--- src/rtl/alu_arbiter.sv ---
// Round-robin arbiter sharing one combinational ALU between two requesters, holding
// operands for a per-function multicycle window. Optional divide-by-zero trap: ALU_ARB_DIV0_TRAP_EN.
module alu_arbiter #(
  parameter int unsigned MUL_CYCLES = 2,
  parameter int unsigned DIV_CYCLES = 8
) (
  input  logic        clk,
  input  logic        reset,
  input  logic        req0_valid,
  input  logic [31:0] req0_a,
  input  logic [31:0] req0_b,
  input  logic [5:0]  req0_fn,
  output logic        req0_ready,
  input  logic        req1_valid,
  input  logic [31:0] req1_a,
  input  logic [31:0] req1_b,
  input  logic [5:0]  req1_fn,
  output logic        req1_ready,
  output logic [31:0] alu_a,
  output logic [31:0] alu_b,
  output logic [5:0]  alu_fn,
  input  logic [31:0] alu_result,
  output logic [1:0]  rsp_valid,
  output logic [31:0] rsp_data,
  output logic        div0_err,
  output logic        busy
);

  localparam logic [5:0] alu_ADD = 6'h00;
  localparam logic [5:0] alu_MUL = 6'h0A;
  localparam logic [5:0] alu_DIV = 6'h0B;

  typedef enum logic [1:0] {IDLE, EXEC, DONE} state_e;

  state_e      state_q, state_d;
  logic        rr_last_q, rr_last_d;
  logic        id_q, id_d;
  logic [7:0]  cnt_q, cnt_d;
  logic [31:0] alu_a_q, alu_a_d;
  logic [31:0] alu_b_q, alu_b_d;
  logic [5:0]  alu_fn_q, alu_fn_d;
  logic [31:0] rsp_data_q, rsp_data_d;
  logic [1:0]  rsp_valid_q, rsp_valid_d;

  logic        win_id;
  logic        accept;
  logic [31:0] win_a, win_b;
  logic [5:0]  win_fn;
  logic [7:0]  lat_m1;

  // Arbitration: a lone requester wins; under contention the one not served last wins.
  always_comb begin
    win_id     = (req0_valid && req1_valid) ? ~rr_last_q : req1_valid;
    accept     = (state_q == IDLE) && (req0_valid || req1_valid);
    req0_ready = accept && !win_id;
    req1_ready = accept && win_id;
    win_a      = win_id ? req1_a  : req0_a;
    win_b      = win_id ? req1_b  : req0_b;
    win_fn     = win_id ? req1_fn : req0_fn;
  end

  always_comb begin
    lat_m1 = 8'd0;
    if (win_fn == alu_MUL) lat_m1 = 8'(MUL_CYCLES - 1);
    if (win_fn == alu_DIV) lat_m1 = 8'(DIV_CYCLES - 1);
`ifdef ALU_ARB_DIV0_TRAP_EN
    if (win_fn == alu_DIV && win_b == 32'd0) lat_m1 = 8'd0;
`endif
  end

`ifdef ALU_ARB_DIV0_TRAP_EN
  logic div0_pend_q, div0_pend_d;
  logic div0_err_q, div0_err_d;
`endif

  // NOTE: every signal written here gets a default first, so no path can leave it
  // unassigned and infer a latch.
  always_comb begin
    state_d     = state_q;
    rr_last_d   = rr_last_q;
    id_d        = id_q;
    cnt_d       = cnt_q;
    alu_a_d     = alu_a_q;
    alu_b_d     = alu_b_q;
    alu_fn_d    = alu_fn_q;
    rsp_data_d  = rsp_data_q;
    rsp_valid_d = 2'b00;
`ifdef ALU_ARB_DIV0_TRAP_EN
    div0_pend_d = div0_pend_q;
    div0_err_d  = 1'b0;
`endif
    unique case (state_q)
      IDLE: begin
        if (accept) begin
          alu_a_d   = win_a;
          alu_b_d   = win_b;
          alu_fn_d  = win_fn;
          id_d      = win_id;
          rr_last_d = win_id;
          cnt_d     = lat_m1;
          state_d   = EXEC;
`ifdef ALU_ARB_DIV0_TRAP_EN
          div0_pend_d = (win_fn == alu_DIV) && (win_b == 32'd0);
`endif
        end
      end
      EXEC: begin
        if (cnt_q != 8'd0) begin
          cnt_d = cnt_q - 8'd1;
        end else begin
          rsp_data_d  = alu_result;
          rsp_valid_d = id_q ? 2'b10 : 2'b01;
          state_d     = DONE;
`ifdef ALU_ARB_DIV0_TRAP_EN
          if (div0_pend_q) rsp_data_d = 32'hFFFF_FFFF;
          div0_err_d = div0_pend_q;
`endif
        end
      end
      DONE:    state_d = IDLE;
      default: state_d = IDLE;
    endcase
  end

  // NOTE: sequential state uses non-blocking assignments so every flop samples the
  // pre-edge values regardless of statement order.
  always_ff @(posedge clk or posedge reset) begin
    if (reset) begin
      state_q     <= IDLE;
      rr_last_q   <= 1'b1;
      id_q        <= 1'b0;
      cnt_q       <= 8'd0;
      alu_a_q     <= 32'd0;
      alu_b_q     <= 32'd0;
      alu_fn_q    <= alu_ADD;
      rsp_data_q  <= 32'd0;
      rsp_valid_q <= 2'b00;
`ifdef ALU_ARB_DIV0_TRAP_EN
      div0_pend_q <= 1'b0;
      div0_err_q  <= 1'b0;
`endif
    end else begin
      state_q     <= state_d;
      rr_last_q   <= rr_last_d;
      id_q        <= id_d;
      cnt_q       <= cnt_d;
      alu_a_q     <= alu_a_d;
      alu_b_q     <= alu_b_d;
      alu_fn_q    <= alu_fn_d;
      rsp_data_q  <= rsp_data_d;
      rsp_valid_q <= rsp_valid_d;
`ifdef ALU_ARB_DIV0_TRAP_EN
      div0_pend_q <= div0_pend_d;
      div0_err_q  <= div0_err_d;
`endif
    end
  end

  assign alu_a     = alu_a_q;
  assign alu_b     = alu_b_q;
  assign alu_fn    = alu_fn_q;
  assign rsp_data  = rsp_data_q;
  assign rsp_valid = rsp_valid_q;
  assign busy      = (state_q != IDLE);
`ifdef ALU_ARB_DIV0_TRAP_EN
  assign div0_err  = div0_err_q;
`else
  assign div0_err  = 1'b0;
`endif

endmodule

--- config.mk ---
export PLATFORM = sky130hd
export DESIGN_NAME = alu_arbiter
export DESIGN_NICKNAME = d
export VERILOG_FILES = /design/src/rtl/alu_arbiter.sv
export SDC_FILE = /design/constraint.sdc
export NUM_CORES = 1
export LEC_CHECK = 0
export ABC_CLOCK_PERIOD_IN_PS = 4030
export CELL_PAD_IN_SITES_DETAIL_PLACEMENT = 1
export CELL_PAD_IN_SITES_GLOBAL_PLACEMENT = 1
export CORE_MARGIN = 3
export CORE_UTILIZATION = 26
export DETAILED_ROUTE_END_ITERATION = 12
export PLACE_DENSITY_LB_ADDON = 0.3
export SLEW_MARGIN = 15
export SYNTH_ARGS = -nofsm -noshare
export SYNTH_HDL_FRONTEND = slang
export SYNTH_SLANG_ARGS = --single-unit
--- constraint.sdc ---
create_clock -name clk -period 4.03 [get_ports clk]
set_input_delay 0.806 -clock clk [delete_from_list [all_inputs] [get_ports clk]]
set_output_delay 0.806 -clock clk [all_outputs]
set_load 0.005 [all_outputs]
* Yosys cells after proc, flatten, opt, wreduce, memory -nomap -nowiden
Cells that the tools add are included.
** Operators by class
- Add/sub/neg operators :: 1
- Multipliers :: 0
- Divide/modulo/power cells :: 0
- $lt $le $gt $ge :: 0
- Equality and inequality tests :: 6
- Shift-type cells :: 0
- Multiplexer cells :: 15
- Bitwise logic cells :: 2
- Reductions and logical operators :: 14
** Operators by type and width (count)
- $mux W32 :: 2
- $mux W8 :: 3
- $pmux W8 S2 :: 1
- $eq A6 B4 Y1 const B :: 2
- $mux W2 :: 5
- $reduce_bool A8 Y1 :: 1
- $sub A8 B1 Y8 const B :: 1
- $mux W6 :: 1
- $ne A2 B2 Y1 const B :: 3
- $reduce_and A2 Y1 :: 3
- $logic_and A1 B1 Y1 :: 4
- $pmux W2 S2 :: 1
- $reduce_bool A2 Y1 :: 2
- $reduce_and A3 Y1 :: 1
- $eq A2 B1 Y1 const B :: 1
- $logic_not A2 Y1 :: 1
- $mux W1 :: 2
- $not A1 Y1 :: 2
- $logic_not A1 Y1 :: 1
- $logic_or A1 B1 Y1 :: 1
** Word-level totals
- Bits in registers :: 116
- Bits in latches :: 0
- Bits in writable memories :: 0
- Bits in read-only memories :: 0
- Bits of input ports :: 176
- Output and inout bits :: 108
- Logic and storage cells :: 47
- Memories :: 0

* Logic depth before layout (Yosys ltp)
Gate-level depths: netlist (run 1).
- Word-level depth :: 8
- Mapped depth :: 8
- Gate-level depth less buffers :: 6

* Least setup slack after synthesis (run 1)
Ideal clock, no wire load.
- Path type :: input to output
- From :: in req1_valid
- To :: out req1_ready
- Arrival time :: 1.606 ns
- Data required time :: 3.224 ns
- Path slack :: 1.618 ns
- Cell stages on the path :: 4
- Path buffers :: 2
- Cells stage by stage :: a21boi_0 > and2_1 > clkbuf_1 > buf_1
** On the way
- Cells in the longest elaborated chain, start to end :: 3
- Elaborated cells on any way between the ends :: 5
- Classes of those cells :: mux: 1; reduce/logical: 4
** Ends and longest elaborated chain
- start: declaration :: RTL line 14 : input logic req1_valid,
- $logic_and A1 B1 Y1 or $logic_or A1 B1 Y1 (tied branches) :: RTL line 53, 54
- $mux W1 or $logic_and A1 B1 Y1 (tied branches) :: RTL line 53, 54
- $logic_and A1 B1 Y1 * :: RTL line 56 : req1_ready = accept && win_id;
- end: declaration :: RTL line 18 : output logic req1_ready,
Mark *: on every way between the ends. The rest lies on a longest branch, timed or not.

* Worst setup path after layout (run 1)
- From :: in req1_valid
- To :: out req0_ready
** On the way
- Cells in the longest elaborated chain, start to end :: 4
- Elaborated cells on any way between the ends :: 6
- Classes of those cells :: mux: 1; reduce/logical: 5
** Ends and longest elaborated chain
- $logic_and A1 B1 Y1 :: RTL line 53 : win_id = (req0_valid && req1_valid) ? ~rr_last_q : req1_valid;
- $mux W1 :: RTL line 53
- $logic_not A1 Y1 :: RTL line 55 : req0_ready = accept && !win_id;
- $logic_and A1 B1 Y1 * :: RTL line 55
- end: declaration :: RTL line 13 : output logic req0_ready,
Marked as above.

==> results of run 1 <==
## power by group through the flow
stage / registers (mW) / clock network [mW] / logic [mW]
after global routing: 2.18 / 1.74 / 3.36
after floorplan: 2.09 / 0 / 1.49
after global placement: 2.07 / 0 / 3.03
after detailed placement: 2.10 / 0 / 3.12
final: 2.09 / 1.63 / 3.09
after CTS: 2.10 / 1.68 / 3.15
## area by class of cell
cell class	count	area [um2]	area share, %
clock buffer	21	460.4	5.232
clock inverter	11	175.2	1.990
inverter	7	28.78	0.3270
multi-input combinational	240	2034	23.12
sequential	116	2904	33.00
tap	260	325.3	3.696
timing repair buffer	287	2873	32.64
## worst max-delay path, stage by stage
cell	delay [ns]
clkdlybuf4s50_1	0.55
a21boi_1	0.45
buf_4	0.28
nor2_4	0.04
clkdlybuf4s50_1	0.48
## Yosys cell counts (2+ instances only)
cell type	count
nor2_1	12
a21o_1	66
inv_1	7
nor2b_1	3
a21oi_1	3
a22o_1	64
nand2_1	9
buf_1	6
clkbuf_1	18
buf_12	3
mux2i_1	6
o21ai_0	9
xor2_1	2
nand2b_1	2
o2111ai_1	2
and2_1	2
ha_1	2
mux2_2	4
nand3_1	3
mux2_4	28
or3_1	2
dfrtp_1	115
## cells by family after synthesis
logic type               share of synthesized area, %
adder cells (fa/ha/maj)                        0.4889
AO/OA/AOI/OAI                                   23.86
XOR/XNOR                                       0.3424
AND/OR/NAND/NOR                                 4.303
flip-flops                                      56.75
buffers and inverters                           3.912
multiplexers                                    10.27
other                                         0.07328
## cell usage in the layout (no fill, tap or decap), types with 2 or more instances in the layout
| master | instances |
|---|---|
| clkdlybuf4s50_1 | 282 |
| dfrtp_1 | 115 |
| a21o_1 | 66 |
| a22o_1 | 64 |
| mux2_4 | 28 |
| clkbuf_16 | 17 |
| nor2_1 | 11 |
| nand2_1 | 9 |
| o21ai_0 | 8 |
| mux2i_1 | 6 |
| inv_1 | 6 |
| mux2_2 | 4 |
| bufinv_16 | 4 |
| buf_4 | 4 |
| nor2b_1 | 3 |
| a21oi_1 | 3 |
| nand3_1 | 3 |
| clkinv_4 | 3 |
| nand2b_1 | 2 |
| o2111ai_1 | 2 |
| xor2_1 | 2 |
| ha_1 | 2 |
| clkbuf_1 | 2 |
| clkbuf_8 | 2 |
| clkinvlp_4 | 2 |
## per-stage QoR
stage | hold slack [ns] | worst slack, ns | cell area (um2) | std cells
3_3_place_gp | 0.4355 | 0.6456 | 8165 | 910
6_report | 0.4414 | 0.6037 | 8801 | 942
5_1_grt | 0.4495 | 0.5110 | 8801 | 942
4_1_cts | 0.4491 | 0.6085 | 8801 | 942
3_5_place_dp | 0.4454 | 0.6182 | 8165 | 910
2_1_floorplan | 0.4163 | 0.1532 | 5117 | 393
## sequential cells by signal, summed over array words and instances (netlist names)
register / cells
alu_a: 32
alu_b: 32
rsp_data: 32
cnt_q: 8
alu_fn: 6
rsp_valid: 2
state_q: 2
id_q: 1
rr_last_q: 1
## worst max path at each step
stage,startpoint,slack (ns),cells after the start,endpoint
detailed placement,req1_valid,0.62,5,req0_ready
finish,req1_valid,0.60,5,req0_ready
floorplan,reset,0.15,1,alu_a[0]
global placement,req1_valid,0.65,5,req0_ready
CTS,req1_valid,0.61,5,req0_ready
global route,req1_valid,0.51,5,req0_ready
## per-layer routing
layer | up-vias | wire length (um) | GRT usage [%]
met5 | - | 0 | 0
met4 | 0 | 488 | 6.491
met3 | 30 | 1813 | 8.318
met2 | 216 | 9034 | 29.29
met1 | 2225 | 7427 | 19.95
li1 | 2012 | - | -
==> summary.txt, run 1 <==
Yosys
  • Most frequently used flop master after synthesis: dfrtp_1
  • Synth unique cells: 47
  • Post-synth EDFFs: 0
  • Largest area contributor in the netlist: dfrtp_1
  • Number of synthesized register bits: approximately 120
  • Main area contributors after synthesis: dfrtp_1, a22o_1, a21o_1
  • Syn nets: between 500 and 600
  • Sequential fraction of the synthesis area: between 50% and 60%
  • Synth top area share: roughly 56%
  • Synth async-reset ratio: 100.0%
  • Synthesized area per cell: around 13 um2
  • Mapped Cells: roughly 390
  • Synth Cell Area: between 0.005 and 0.006 mm2
  • Ys Warns: 0

Power
  • Seq pwr share: 30.7%
  • Power Dens Cells: between 700 and 800 mW/mm2
  • Clock Power Share: 24.0%
  • Combinational fraction of design power: between 40% and 50%
  • Max VDD drop: around 0.28 mV
  • Sw Pwr: ~2.0 mW
  • Power Total: about 6.8 mW
  • Cell Int Power: about 4.8 mW
  • Switching portion of total power: ~30%
  • Pleak: between 4 and 5 nW

STA
  • Final period util: between 80% and 90%
  • Slew Limit Fails: 0
  • Unrepaired setup endpoints after global routing: no
  • Total negative slack: 0 ns
  • Crit path time final: around 3.4 ns
  • Worst-margin pin slew: approximately 1.0 ns
  • Final setup violation count: 0
  • Fin. Hold Viols: 0
  • Fmax: ~290 MHz
  • Slew margin rel.: 30.46%
  • Clock Skew: between 0.007 and 0.008 ns

Critical path
  • Crit Path Class: input pin to output port
  • CP max FO: 9
  • R2r endpoint: rsp_data[14]
  • Reg2reg path depth: 5
  • Reg-to-reg setup timing slack: roughly 1.3 ns
  • WP data arrival: ~2.6 ns
  • Startpoint types: input pin
  • Crit end category: output port
  • WP data required: around 3.2 ns
  • Worst R2R Start: cnt_q[0]

Clocking
  • Postcts setup bufs: 0
  • H-tree levels: 4
  • Clock tree buffer depth: 2
  • Worst-skew pair later-pin latency: 0.41 ns
  • Number of clock buffers inserted by TritonCTS: 17
  • CTS tree: done
  • Cts repair resizes: 0
  • Clock sink count: between 100 and 150
  • Hold buffers post-CTS: 0
  • Worst-path clk slew: 0.06 ns
  • CTS Root Cell: clkbuf_16

Floorplanning
  • Die area: approximately 0.021 mm2
  • FP Rows: 50
  • Die width: ~150 um
  • Die height: approximately 150 um
  • Core area: about 0.019 mm2
  • Starting Density: around 27%
  • Io pins: ~280

Route
  • Post-DRT Antenna Nets: 0
  • Final wirelength: 18760 um
  • # DRC: 0
  • Drt pass-1 iters: 4
  • Via count: between 4000 and 5000
  • Wirelength per Cell: 19.92 um
  • Via density: between 4 and 5
  • Initial DRC count: 117

Final layout
  • Area Growth Syn to Fin: 71.98%
  • Ratio of cells with drive above 1 in the final layout: ~11%
  • Antenna diode count: 0
  • Finished Core Util: a little under half
  • Final nets: 847
  • Fill cells: 2028

Global route
  • Gr ovfl total: 0
  • Pin count of the biggest net entering global routing: just over 80
  • Initial antenna violation count: 0
  • First-pass GRT wire length: 29820 um
  • Vias in the first global route: about 5200
  • All-layer global routing usage: roughly 18%

Placed design
  • GP Congestion: 0.7907
  • Port Buffers: ~280
  • DP HPWL: roughly 14000 um

Run
  • Max cap viols: 0

Worst hold path
  • Hold endpoint: rsp_valid[0]
  • Hold path depth: 1
  • Hold Crit Start: id_q
  • HP Class: register to register

Status
  • Status: finished clean
No activity file was read; power rests on OpenSTA's default activity.
==> run 2, diff against run 1 <==
--- a/config.mk
+++ b/config.mk
@@ -5,7 +5,6 @@
 export SDC_FILE = /design/constraint.sdc
 export NUM_CORES = 1
 export LEC_CHECK = 0
-export ABC_CLOCK_PERIOD_IN_PS = 4030
 export CELL_PAD_IN_SITES_DETAIL_PLACEMENT = 1
 export CELL_PAD_IN_SITES_GLOBAL_PLACEMENT = 1
 export CORE_MARGIN = 3
==> results of run 2 <==
No change in the layout: final DEF, timing and power equal those of run 1.
